## src/rtl/mpa_operand_stream_sequencer.sv

```systemverilog
// Operand stream sequencer for the arithmetic core units.
// After a start it sends a two-beat control header, then streams limbs of
// operands A and B from two synchronous limb RAMs. At the same time it checks
// the unit's result stream against an expected-result RAM and reports
// pass/fail, a saturating error count and a timeout flag.
module mpa_operand_stream_sequencer #(
  parameter int G_DATA_WIDTH = 64,
  parameter int G_ADDR_WIDTH = 9,
  parameter int G_CTRL_WIDTH = 8,
  parameter int G_ID         = 3,
  parameter int G_DRAIN      = 10,
  parameter int G_TIMEOUT    = 4096,
  parameter int G_ERR_WIDTH  = 16
) (
  input  logic                    pi_clk,
  input  logic                    pi_rst,
  input  logic                    pi_start,
  input  logic [G_CTRL_WIDTH-1:0] pi_ch_A,
  input  logic [G_CTRL_WIDTH-1:0] pi_ch_B,
  input  logic [G_ADDR_WIDTH-1:0] pi_a_last_idx,
  input  logic [G_ADDR_WIDTH-1:0] pi_b_last_idx,
  input  logic [G_ADDR_WIDTH-1:0] pi_exp_last_idx,
  output logic [G_ADDR_WIDTH-1:0] po_a_addr,
  output logic [G_ADDR_WIDTH-1:0] po_b_addr,
  input  logic [G_DATA_WIDTH-1:0] pi_a_data,
  input  logic [G_DATA_WIDTH-1:0] pi_b_data,
  output logic [G_ADDR_WIDTH-1:0] po_exp_addr,
  input  logic [G_DATA_WIDTH-1:0] pi_exp_data,
  output logic [G_CTRL_WIDTH-1:0] po_ctrl_ch_A,
  output logic [G_CTRL_WIDTH-1:0] po_ctrl_ch_B,
  output logic                    po_ctrl_valid_n,
  output logic [G_DATA_WIDTH-1:0] po_data_A,
  output logic [G_DATA_WIDTH-1:0] po_data_B,
  output logic                    po_data_last,
  output logic                    po_data_wr_en,
  output logic                    po_data_cycle,
  input  logic [G_DATA_WIDTH-1:0] pi_res_data,
  input  logic                    pi_res_last,
  input  logic                    pi_res_wr_en,
  output logic                    po_busy,
  output logic                    po_done,
  output logic                    po_ok,
  output logic [G_ERR_WIDTH-1:0]  po_err_cnt,
  output logic                    po_timeout
);

  localparam int TMO_W = $clog2(G_TIMEOUT + 1);
  localparam int DRN_W = $clog2(G_DRAIN + 1);

  typedef enum logic [2:0] {
    ST_IDLE,
    ST_HDR1,
    ST_HDR2,
    ST_PREFETCH,
    ST_FEED,
    ST_WAIT,
    ST_DRAIN
  } state_t;

  state_t state_q, state_d;

  // Run configuration captured when a start is accepted.
  logic [G_CTRL_WIDTH-1:0] ch_a_q, ch_a_d;
  logic [G_CTRL_WIDTH-1:0] ch_b_q, ch_b_d;
  logic [G_ADDR_WIDTH-1:0] a_last_q, a_last_d;
  logic [G_ADDR_WIDTH-1:0] b_last_q, b_last_d;
  logic [G_ADDR_WIDTH-1:0] exp_last_q, exp_last_d;
  logic [G_ADDR_WIDTH-1:0] len_last_q, len_last_d;

  // Feed-side registers. Every control output is a flop.
  logic [G_ADDR_WIDTH-1:0] feed_idx_q, feed_idx_d;
  logic [G_ADDR_WIDTH-1:0] a_addr_q, a_addr_d;
  logic [G_ADDR_WIDTH-1:0] b_addr_q, b_addr_d;
  logic                    wr_en_q, wr_en_d;
  logic                    cycle_q, cycle_d;
  logic                    last_q, last_d;
  logic [G_CTRL_WIDTH-1:0] ctrl_a_q, ctrl_a_d;
  logic [G_CTRL_WIDTH-1:0] ctrl_b_q, ctrl_b_d;
  logic                    valid_n_q, valid_n_d;

  // Result-check and status registers.
  logic [G_ADDR_WIDTH-1:0] res_idx_q, res_idx_d;
  logic                    exp_seen_q, exp_seen_d;
  logic                    res_done_q, res_done_d;
  logic [G_ERR_WIDTH-1:0]  err_cnt_q, err_cnt_d;
  logic                    ok_q, ok_d;
  logic                    timeout_q, timeout_d;
  logic                    done_q, done_d;
  logic [TMO_W-1:0]        tmo_cnt_q, tmo_cnt_d;
  logic [DRN_W-1:0]        drain_cnt_q, drain_cnt_d;

  logic check_active;
  logic res_beat;
  logic exp_is_last;
  logic res_mismatch;

  // Step an address forward by one limb, but stop at that operand's last limb.
  function automatic logic [G_ADDR_WIDTH-1:0] sat_inc(
    input logic [G_ADDR_WIDTH-1:0] cur,
    input logic [G_ADDR_WIDTH-1:0] lim
  );
    sat_inc = (cur < lim) ? cur + 1'b1 : cur;
  endfunction

  // Classify the incoming result beat against the expected limb at the current index.
  // A beat in DRAIN is always an error, because the unit has already sent its last beat.
  always_comb begin
    check_active = (state_q == ST_FEED) || (state_q == ST_WAIT) || (state_q == ST_DRAIN);
    res_beat     = check_active && pi_res_wr_en;
    exp_is_last  = (res_idx_q == exp_last_q);
    res_mismatch = (pi_res_data != pi_exp_data) ||
                   (pi_res_last != exp_is_last) ||
                   exp_seen_q ||
                   (state_q == ST_DRAIN);
  end

  // Next-state and next-output logic. Outputs are computed for the state being
  // entered, so each registered control lines up with its state.
  always_comb begin
    state_d     = state_q;
    ch_a_d      = ch_a_q;
    ch_b_d      = ch_b_q;
    a_last_d    = a_last_q;
    b_last_d    = b_last_q;
    exp_last_d  = exp_last_q;
    len_last_d  = len_last_q;
    feed_idx_d  = feed_idx_q;
    a_addr_d    = '0;
    b_addr_d    = '0;
    wr_en_d     = 1'b0;
    cycle_d     = 1'b0;
    last_d      = 1'b0;
    ctrl_a_d    = '0;
    ctrl_b_d    = '0;
    valid_n_d   = 1'b1;
    res_idx_d   = res_idx_q;
    exp_seen_d  = exp_seen_q;
    res_done_d  = res_done_q;
    err_cnt_d   = err_cnt_q;
    ok_d        = ok_q;
    timeout_d   = timeout_q;
    done_d      = 1'b0;
    tmo_cnt_d   = tmo_cnt_q;
    drain_cnt_d = drain_cnt_q;

    if (res_beat) begin
      if (res_mismatch) begin
        if (err_cnt_q != '1) begin
          err_cnt_d = err_cnt_q + 1'b1;
        end
        ok_d = 1'b0;
      end
      res_idx_d = sat_inc(res_idx_q, exp_last_q);
      if (exp_is_last) begin
        exp_seen_d = 1'b1;
      end
      if (pi_res_last) begin
        res_done_d = 1'b1;
      end
    end

    case (state_q)
      ST_IDLE: begin
        if (pi_start) begin
          ch_a_d      = pi_ch_A;
          ch_b_d      = pi_ch_B;
          a_last_d    = pi_a_last_idx;
          b_last_d    = pi_b_last_idx;
          exp_last_d  = pi_exp_last_idx;
          len_last_d  = (pi_a_last_idx > pi_b_last_idx) ? pi_a_last_idx : pi_b_last_idx;
          res_idx_d   = '0;
          exp_seen_d  = 1'b0;
          res_done_d  = 1'b0;
          err_cnt_d   = '0;
          ok_d        = 1'b1;
          timeout_d   = 1'b0;
          ctrl_a_d    = G_CTRL_WIDTH'(G_ID);
          ctrl_b_d    = G_CTRL_WIDTH'(G_ID);
          valid_n_d   = 1'b0;
          state_d     = ST_HDR1;
        end
      end
      ST_HDR1: begin
        ctrl_a_d = ch_a_q;
        ctrl_b_d = ch_b_q;
        state_d  = ST_HDR2;
      end
      ST_HDR2: begin
        state_d = ST_PREFETCH;
      end
      ST_PREFETCH: begin
        feed_idx_d = '0;
        a_addr_d   = sat_inc(a_addr_q, a_last_q);
        b_addr_d   = sat_inc(b_addr_q, b_last_q);
        wr_en_d    = 1'b1;
        cycle_d    = 1'b1;
        last_d     = (len_last_q == '0);
        state_d    = ST_FEED;
      end
      ST_FEED: begin
        if (feed_idx_q == len_last_q) begin
          tmo_cnt_d = '0;
          state_d   = ST_WAIT;
        end else begin
          feed_idx_d = feed_idx_q + 1'b1;
          a_addr_d   = sat_inc(a_addr_q, a_last_q);
          b_addr_d   = sat_inc(b_addr_q, b_last_q);
          wr_en_d    = 1'b1;
          last_d     = ((feed_idx_q + 1'b1) == len_last_q);
        end
      end
      ST_WAIT: begin
        if ((res_beat && pi_res_last) || res_done_q) begin
          drain_cnt_d = '0;
          state_d     = ST_DRAIN;
        end else if (res_beat) begin
          tmo_cnt_d = '0;
        end else if (tmo_cnt_q == TMO_W'(G_TIMEOUT - 1)) begin
          timeout_d   = 1'b1;
          ok_d        = 1'b0;
          drain_cnt_d = '0;
          state_d     = ST_DRAIN;
        end else begin
          tmo_cnt_d = tmo_cnt_q + 1'b1;
        end
      end
      ST_DRAIN: begin
        if (drain_cnt_q == DRN_W'(G_DRAIN - 1)) begin
          done_d  = 1'b1;
          state_d = ST_IDLE;
        end else begin
          drain_cnt_d = drain_cnt_q + 1'b1;
        end
      end
      default: begin
        state_d = ST_IDLE;
      end
    endcase
  end

  // State and output registers with synchronous reset; a reset abandons any run.
  always_ff @(posedge pi_clk) begin
    if (pi_rst) begin
      state_q     <= ST_IDLE;
      ch_a_q      <= '0;
      ch_b_q      <= '0;
      a_last_q    <= '0;
      b_last_q    <= '0;
      exp_last_q  <= '0;
      len_last_q  <= '0;
      feed_idx_q  <= '0;
      a_addr_q    <= '0;
      b_addr_q    <= '0;
      wr_en_q     <= 1'b0;
      cycle_q     <= 1'b0;
      last_q      <= 1'b0;
      ctrl_a_q    <= '0;
      ctrl_b_q    <= '0;
      valid_n_q   <= 1'b1;
      res_idx_q   <= '0;
      exp_seen_q  <= 1'b0;
      res_done_q  <= 1'b0;
      err_cnt_q   <= '0;
      ok_q        <= 1'b1;
      timeout_q   <= 1'b0;
      done_q      <= 1'b0;
      tmo_cnt_q   <= '0;
      drain_cnt_q <= '0;
    end else begin
      state_q     <= state_d;
      ch_a_q      <= ch_a_d;
      ch_b_q      <= ch_b_d;
      a_last_q    <= a_last_d;
      b_last_q    <= b_last_d;
      exp_last_q  <= exp_last_d;
      len_last_q  <= len_last_d;
      feed_idx_q  <= feed_idx_d;
      a_addr_q    <= a_addr_d;
      b_addr_q    <= b_addr_d;
      wr_en_q     <= wr_en_d;
      cycle_q     <= cycle_d;
      last_q      <= last_d;
      ctrl_a_q    <= ctrl_a_d;
      ctrl_b_q    <= ctrl_b_d;
      valid_n_q   <= valid_n_d;
      res_idx_q   <= res_idx_d;
      exp_seen_q  <= exp_seen_d;
      res_done_q  <= res_done_d;
      err_cnt_q   <= err_cnt_d;
      ok_q        <= ok_d;
      timeout_q   <= timeout_d;
      done_q      <= done_d;
      tmo_cnt_q   <= tmo_cnt_d;
      drain_cnt_q <= drain_cnt_d;
    end
  end

  // Operand data passes straight from the limb RAMs. The shorter operand is
  // zero-padded, and the data bus is quiet outside FEED.
  always_comb begin
    po_data_A = '0;
    po_data_B = '0;
    if (state_q == ST_FEED) begin
      if (feed_idx_q <= a_last_q) begin
        po_data_A = pi_a_data;
      end
      if (feed_idx_q <= b_last_q) begin
        po_data_B = pi_b_data;
      end
    end
  end

  assign po_a_addr       = a_addr_q;
  assign po_b_addr       = b_addr_q;
  assign po_exp_addr     = res_idx_q;
  assign po_ctrl_ch_A    = ctrl_a_q;
  assign po_ctrl_ch_B    = ctrl_b_q;
  assign po_ctrl_valid_n = valid_n_q;
  assign po_data_last    = last_q;
  assign po_data_wr_en   = wr_en_q;
  assign po_data_cycle   = cycle_q;
  assign po_busy         = (state_q != ST_IDLE);
  assign po_done         = done_q;
  assign po_ok           = ok_q;
  assign po_err_cnt      = err_cnt_q;
  assign po_timeout      = timeout_q;

endmodule

```

## config.mk

```make
export PLATFORM = sky130hd
export DESIGN_NAME = mpa_operand_stream_sequencer
export DESIGN_NICKNAME = d
export VERILOG_FILES = /design/src/rtl/mpa_operand_stream_sequencer.sv
export SDC_FILE = /design/constraint.sdc
export NUM_CORES = 1
export LEC_CHECK = 0
export ABC_CLOCK_PERIOD_IN_PS = 4900
export BUFFER_PORTS_ARGS = -buffer_cell sky130_fd_sc_hd__buf_2
export CORE_MARGIN = 4
export CORE_UTILIZATION = 25
export DETAILED_ROUTE_END_ITERATION = 7
export SYNTH_ARGS = -nofsm -noshare
export SYNTH_HDL_FRONTEND = slang
export SYNTH_SLANG_ARGS = --single-unit
export TNS_END_PERCENT = 10
```

## constraint.sdc

```tcl
create_clock -name pi_clk -period 4.9 [get_ports pi_clk]
set_clock_uncertainty 0.2 [all_clocks]
set_input_delay 0.98 -clock pi_clk [delete_from_list [all_inputs] [get_ports pi_clk]]
set_output_delay 0.98 -clock pi_clk [all_outputs]
set_load 0.03 [all_outputs]
```

After elaboration in Yosys (flattened, before gate mapping)
Index checks and enable logic that the tools add are counted.
W data, S select, Z words.

cells by class
  add/subtract/negate cells = 7
  $lt $le $gt $ge = 6
  equal/unequal tests = 25
  multiplexer cells = 69
  bitwise logic cells = 2
  reductions and logical operators = 23

operators with widths
  operator                 count
  $mux W64                 4
  $mux W9                  10
  $mux W16                 5
  $ne A64 B64 Y1           1
  $pmux W9 S2              3
  $mux W13                 4
  $add A9 B1 Y9 const B    4
  $pmux W8 S2              2
  $eq A9 B9 Y1             3
  $lt A9 B9 Y1             3
  $pmux W13 S2             1
  $mux W1                  23
  $pmux W3 S7              1
  $le A9 B9 Y1             2
  $mux W3                  6
  $add A16 B1 Y16 const B  1
  $mux W4                  4
  $ne A16 B16 Y1 const B   1
  $add A13 B1 Y13 const B  1
  $eq A13 B12 Y1 const B   1
  $ne A2 B2 Y1 const B     6
  $reduce_and A5 Y1        2
  $eq A3 B3 Y1 const B     3
  $gt A9 B9 Y1             1
  other kinds (22)         40

storage, ports and cells
  register bits = 149
  input bits = 304
  output and inout bits = 195
  word-level logic and storage cells = 157

Longest topological paths before layout
Gate-level depths: netlist of the first run.

  depth after elaboration = 11
  gate-level depth with buffers = 12
  mapped depth without buffers = 10

Least setup slack after synthesis of the first run
OpenSTA, ideal clock, no wires.

  kind = reg2out
  start = register feed_idx_q[1]
  end = output port po_data_B[10]
  data arrival time = 2.440 ns
  required time = 3.720 ns
  slack = 1.280 ns
  stages on the path, launching flop included = 11
  buffers on the path = 1
  cells stage by stage = dfxtp_1 ha_1 nor2b_1 o21a_1 o21a_1 o21a_1 o21ai_0 a21oi_1 o31a_1 clkbuf_1 nor2b_1

between the ends
  cells in the longest elaborated chain, start to end = 3

RTL lines
  what                    line  RTL
  from (decl)             71    logic [G_ADDR_WIDTH-1:0] feed_idx_q, feed_idx_d;
  from (signal assigned)  277   feed_idx_q <= feed_idx_d;
  $le A9 B9 Y1            307   if (feed_idx_q <= b_last_q) begin
  $mux W64                307
  $mux W64                303   if (state_q == ST_FEED) begin
  to (decl)               33    output logic [G_DATA_WIDTH-1:0] po_data_B,

No other way between the ends.

Worst setup path in the final report of the first run
  start = register feed_idx_q[1]
  end = output port po_data_A[33]

between the ends
  cells in the longest elaborated chain, start to end = 3

RTL lines
  what          line  RTL
  $le A9 B9 Y1  304   if (feed_idx_q <= a_last_q) begin
  $mux W64      304
  $mux W64      303
  to (decl)     32    output logic [G_DATA_WIDTH-1:0] po_data_A,

No other way between the ends.

==> results of run 1 <==
==> power by group through the flow <==
stage	clock network, mW	logic [mW]	registers [mW]
floorplan	0	1.99	1.52
global placement	0	2.95	1.51
detailed placement	0	2.98	1.51
CTS	1.36	2.99	1.49
global route	1.41	3.21	1.51
finish	1.32	2.95	1.49
==> worst min-delay path, delay by kind of cell (launching register included) <==
| family | cells | cell delay (ns) |
|---|---|---|
| AO/OA/AOI/OAI | 1 | 0.05 |
| flip-flops | 1 | 0.31 |
| AND/OR/NAND/NOR | 1 | 0.05 |
==> metrics by stage <==
stage / hold slack, ns / total power [mW] / cell area (µm²) / util [%]
finish: 0.2506 / 5.758 / 12750 / 34.92
global route: 0.2657 / 6.128 / 12750 / 34.92
CTS: 0.2517 / 5.840 / 12750 / 34.90
detailed placement: 0.2408 / 4.497 / 12170 / 33.32
global placement: 0.2359 / 4.458 / 12170 / 33.32
floorplan: 0.2296 / 3.509 / 9214 / -
==> cell type report <==
cell class / count / share of cell area [%]
diodes: 3 / 0.05886
multi-input cells: 907 / 45.67
clock inverters: 14 / 1.099
repair buffers: 507 / 20.07
well taps: 468 / 4.591
inverters: 57 / 1.677
flip-flops and latches: 149 / 23.39
clock buffers: 18 / 3.443
==> synth_stat cells (4+ instances only) <==
cell	count
a21oi_1	92
and3_1	18
o21ai_0	28
xnor2_1	41
o21a_1	10
o211ai_1	6
nor3b_1	8
nand3b_1	5
or3_1	12
nand4_1	29
mux2i_1	13
o31a_1	4
a21o_1	9
clkbuf_1	44
nand2_1	126
nor2b_1	150
nor2_1	91
nand3_1	23
a2111oi_0	7
and2_1	20
a211oi_1	10
nor3_1	17
buf_2	5
a31o_2	4
nor4_1	15
nand2b_1	10
dfxtp_1	149
xor2_1	53
ha_1	60
inv_1	57
or4_1	6
==> per-layer routing <==
layer	share of wire, %	wire (µm)	track usage (%)
met5	0.36	152	0
met4	4.4	1864	9.333
met3	7.0	2975	5.774
met2	54	22970	39.65
met1	35	14790	20.00
==> path summary, 6_finish.rpt <==
check | start | endpoint | slack, ns | depth (start not counted)
setup / recovery | feed_idx_q[1] | po_data_A[33] | 0.39 | 11
hold reg to reg | ch_b_q[5] | ch_b_q[5] | 0.25 | 2
hold / removal | ch_b_q[5] | ch_b_q[5] | 0.25 | 2
setup reg to reg | state_q[0] | po_err_cnt[12] | 1.95 | 8
==> kinds of logic (layout without fill, tap and decap cells) <==
logic type | after synthesis | after routing | synth area share, %
adders and majority gates | 60 | 60 | 8.148
muxes | 13 | 13 | 1.412
DFF | 149 | 149 | 32.37
AOI/OAI and AO/OA | 196 | 196 | 13.39
buffers and inverters | 109 | 596 | 4.549
and+or+nand+nor | 544 | 544 | 31.19
other | 0 | 3 | 0
xor gates and xnor gates | 94 | 94 | 8.935
==> run metrics, run 1 <==
Multi-input gate area=around 5800 µm²; Final WS setup=between 0.3 and 0.4 ns; Pwr per Cell Area=451.4 nW/µm²; Worst EP required=3.72 ns; peak supply drop=around 0.00048 V; first-pass GRT wire length=60,840 µm; Period Utilization, post-route=92.02%; dpl hpwl=36,610 µm; Mapped Area=9214 µm²; Placed Cells=2,088; First-pass DRT Iterations=5; crit path kind=flop to output pin; sequential share of power=around a quarter; Die ar.=39,990 µm²; Max Cap Violations=0; wire length per cell=20.14 µm; area share of the largest cell type after synthesis=32.37%; vias in the first global route=10,000; Hold-fix buffers, CTS=0; clk buf depth=2; RSZ-0062 raised after global routing=false; worst path cell trace=ha_1 -> nor2b_1 -> o21a_1 -> o21a_1 -> o21a_1 -> o21ai_0 -> a21o_1 -> a21oi_4 -> buf_4 -> nor2b_1 -> buf_2; post-synthesis net count=1,529; Sw Ratio=48.34%; Worst-Skew Late Latency=0.44 ns; boundary pin count=about 500; max reg flops=16; Fill cells=3,931; Lkg Pwr=6.005 nW; pin count of the biggest net entering global routing=65; CP Max Fanout=36; Int Pwr=2.974 mW; Place WS=0.8494 ns; CTS sink count=approximately 150; Clock transition at path regs=around 0.07 ns; Critical Path AT=3.33 ns; max incr delay on CP=0.77 ns; initial antenna violation count=15; post-synthesis cell type count=between 50 and 60; Seq/Total Area, Yosys=32.37%; net switching power=about 2.8 mW; most used cell, CP=o21a_1; ANT nets after route=0; fmax=221.8 MHz; Final setup viols=0; TritonCTS clock tree=yes; synthesized flop and latch total=roughly 150; EDFF count, synth=0; sequential cell area=2983 µm²; GR Util All Layers=between 20% and 30%; Hold Path Class=flop to flop; critical path's slowest cell=a21oi_4; most common cell after layout, fill and taps aside=buf_2; element type at the critical path start=flop; Max-slew headroom=21.92%; Post-CTS Resized=0; critical path's top delay family=compound AO/OA/AOI/OAI gates; Die Width=200.0 µm; Syn Inst Count=about 1,200; CTS root buf=clkbuf_16; DRC viols=0; Layout Cells excl Fill=2,123; H-tree Lvls=4; main flop type after synthesis=dfxtp_1; Synth-to-Final Area Change=38.43%; Worst Max-Slew Pin Slew=1.171 ns; syn_area_per_cell=between 7 and 8 µm²; WP buf/inv=2; share of layout cells above drive strength 1=33.78%; most area-consuming cells after synthesis=dfxtp_1, nor2b_1, ha_1, nand2_1, xor2_1; most frequent cells in the layout=buf_2, nor2b_1, dfxtp_1, nand2_1; Min Clock Period, post-route=4.509 ns; GR Overflow Total=0; Combinational Power Share=51.2%; Initial Util=25.23%; GP Congestion=1.042; # port buffers=between 400 and 500; WL final=42,750 µm; DR vias=~10,000; Clk pwr share=between 20% and 30%; site row count=70; Synth warnings=0; Hold Vio Cnt, Final=0; status=finished clean; Setup TNS Final=0 ns; Async SR Flop Fraction=0%; setup repair bufs after CTS=0; Post-layout nets=2,003; Die Height=200.0 µm; largest area contributor in the netlist=dfxtp_1; max-slew violations=0; Inserted Clock Buffers=17; crit end category=output pin; drt via density=4.776; core area=36,520 µm²; DRT iter0 DRCs=between 300 and 400
(Power assumes the default switching activity.)
==> inputs of run 2 (changes only) <==
--- a/config.mk
+++ b/config.mk
@@ -7,9 +7,9 @@
 export LEC_CHECK = 0
 export ABC_CLOCK_PERIOD_IN_PS = 4900
 export BUFFER_PORTS_ARGS = -buffer_cell sky130_fd_sc_hd__buf_2
-export CORE_MARGIN = 4
-export CORE_UTILIZATION = 25
+export CORE_AREA = 4 4 193 195
 export DETAILED_ROUTE_END_ITERATION = 7
+export DIE_AREA = 0 0 197 199
 export SYNTH_ARGS = -nofsm -noshare
 export SYNTH_HDL_FRONTEND = slang
 export SYNTH_SLANG_ARGS = --single-unit
==> run 2 against run 1 <==
Against the previous run: via count rose by 1.8%; clock power barely moved; cell area decreased by 0.20%; flip-flop and latch count stayed put; largest power group unchanged; worst setup slack better by 0.043 ns; first-iteration DRC count grew 30%; routed wire length increased by 9.6%; count of clock-buffer cells in the layout up 1; critical path depth decreased by 1; final cell count decreased by 0.38%; sequential share of layout area about the same; core utilization rose by 1.0 points.
==> run metrics, run 2 (synthesis results as in run 1) <==
fmax=223.9 MHz (+0.97%); CP Max Fanout=64 (+78%); WL final=46,870 µm (+9.6%); final hold slack=0.2483 ns (-0.002278 ns); Placed Cells=2,081 (-0.34%); worst path cell trace=ha_1 -> nor2b_1 -> o21a_1 -> o21a_1 -> o21a_1 -> o21ai_0 -> a21oi_1 -> o31a_2 -> nor2b_1 -> buf_2; Final WS setup=0.4343 ns (+0.04320 ns); crit path kind=flop to output pin; first-pass GRT wire length=65,430 µm (+7.5%); Max-slew headroom=18.96% (-3.0 points); Worst Max-Slew Pin Slew=1.216 ns (+0.04443 ns); Multi-input gate area=5826 µm² (unchanged); Hold Vio Cnt, Final=0 (unchanged); DRC viols=0 (unchanged); H-tree Lvls=4 (unchanged); Setup TNS Final=0 ns (unchanged); setup repair bufs after CTS=0 (unchanged); Die Height=199 µm (-0.49%); share of layout cells above drive strength 1=33.58% (-0.20 points); WP buf/inv=1 (-1); GR Overflow Total=0 (unchanged); Lkg Pwr=5.985 nW (-0.34%); initial antenna violation count=21 (+6); First-pass DRT Iterations=5 (unchanged); most used cell, CP=o21a_1; Synth-to-Final Area Change=38.16%; Initial Util=26.03% (+0.80 points); max incr delay on CP=0.66 ns (-0.11 ns); GP Congestion=1.091 (+4.7%); Pwr per Cell Area=454.4 nW/µm² (+0.66%); TritonCTS clock tree=yes; core area=35,400 µm² (-3.1%); element type at the critical path start=flop; # port buffers=498 (unchanged); status=finished clean; Clock transition at path regs=0.06 ns (about the same); pin count of the biggest net entering global routing=65 (unchanged); DR vias=10,330 (+1.8%); max reg flops=16 (unchanged); Layout Cells excl Fill=2,115 (-0.38%); most frequent cells in the layout=buf_2, nor2b_1, dfxtp_1, nand2_1; Post-CTS Resized=0 (unchanged); Die ar.=39,200 µm² (-2.0%); critical path's top delay family=compound AO/OA/AOI/OAI gates; vias in the first global route=10,010 (+0.12%); crit end category=output pin; DP Area=12,160 µm² (about the same); Worst-Skew Late Latency=0.42 ns (-0.02 ns); Hold Path Class=flop to flop; boundary pin count=499 (unchanged); GR Util All Layers=22.76% (+2.3 points); most common cell after layout, fill and taps aside=buf_2; Fill cells=3,717 (-5.4%); dpl hpwl=40,290 µm (+10%); CTS sink count=149 (unchanged); Inserted Clock Buffers=17 (unchanged); max-slew violations=0 (unchanged); RSZ-0062 raised after global routing=false; Place WS=0.8965 ns (+0.04703 ns); sequential cell area=2983 µm² (unchanged); critical path's slowest cell=o31a_2; Die Width=197 µm (-1.5%); Worst EP required=3.72 ns (about the same); Final setup viols=0 (unchanged); CTS root buf=clkbuf_16; Min Clock Period, post-route=4.466 ns (-0.04320 ns); site row count=69 (-1.4%); DRT iter0 DRCs=454 (+30%); Post-layout nets=2,003 (unchanged); Critical Path AT=3.29 ns (-0.04 ns); Hold-fix buffers, CTS=0 (unchanged); fin area=12,730 µm² (-0.20%); peak supply drop=0.0004713 V (-1.4%); wire length per cell=22.16 µm (+10%); Max Cap Violations=0 (unchanged); clk buf depth=2 (unchanged); Period Utilization, post-route=91.14% (-0.88 points); drt via density=4.882 (+2.2%); ANT nets after route=0 (unchanged)
[run 2: final timing paths]
path                 start              to  slack, ns  depth (start not counted)
max          feed_idx_q[1]   po_data_B[37]       0.43                         10
min              ch_a_q[6]       ch_a_q[6]       0.25                          2
max reg2reg     state_q[0]  po_err_cnt[14]       1.84                          8
min reg2reg      ch_a_q[6]       ch_a_q[6]       0.25                          2
[run 2: power by group]
group / internal [mW] / leakage, nW / total, mW / switching (mW)
Sequential: 1.36 / 1.21 / 1.48 / 0.122
Clock: 0.748 / 0.266 / 1.29 / 0.539
Combinational: 0.888 / 4.51 / 3.01 / 2.12
Total: 3.00 / 5.99 / 5.78 / 2.79
[run 2: tightest hold or removal path: stages, from the launching register on]
cell and delay [ns]:
dfxtp_1 0.30, nand2_1 0.05, a21oi_1 0.05
[run 2: final cells by class]
| class | instances | area share (%) |
|---|---|---|
| well taps | 461 | 4.531 |
| inverters | 57 | 1.681 |
| clock inverters | 11 | 1.003 |
| flip-flops and latches | 149 | 23.43 |
| multi-input cells | 907 | 45.76 |
| diodes | 4 | 0.07863 |
| repair buffers | 507 | 20.11 |
| clock buffers | 19 | 3.401 |
[run 2: metal layers]
layer  wire length [µm]  GRT usage [%]  vias to the layer above  share of wire [%]
li1                   -              -                     4928                  -
met1              15900          21.85                     4782                 34
met2              25210          44.68                      482                 54
met3               3623          7.334                      101                7.7
met4               1908          8.937                       32                4.1
met5                227              0                        -               0.48
[run 2: stage by stage]
| step | total power, mW | util (%) |
|---|---|---|
| floorplan | 3.509 | - |
| global placement | 4.481 | 34.35 |
| detailed placement | 4.532 | 34.35 |
| CTS | 5.844 | 35.94 |
| global route | 6.116 | 35.95 |
| finish | 5.784 | 35.96 |
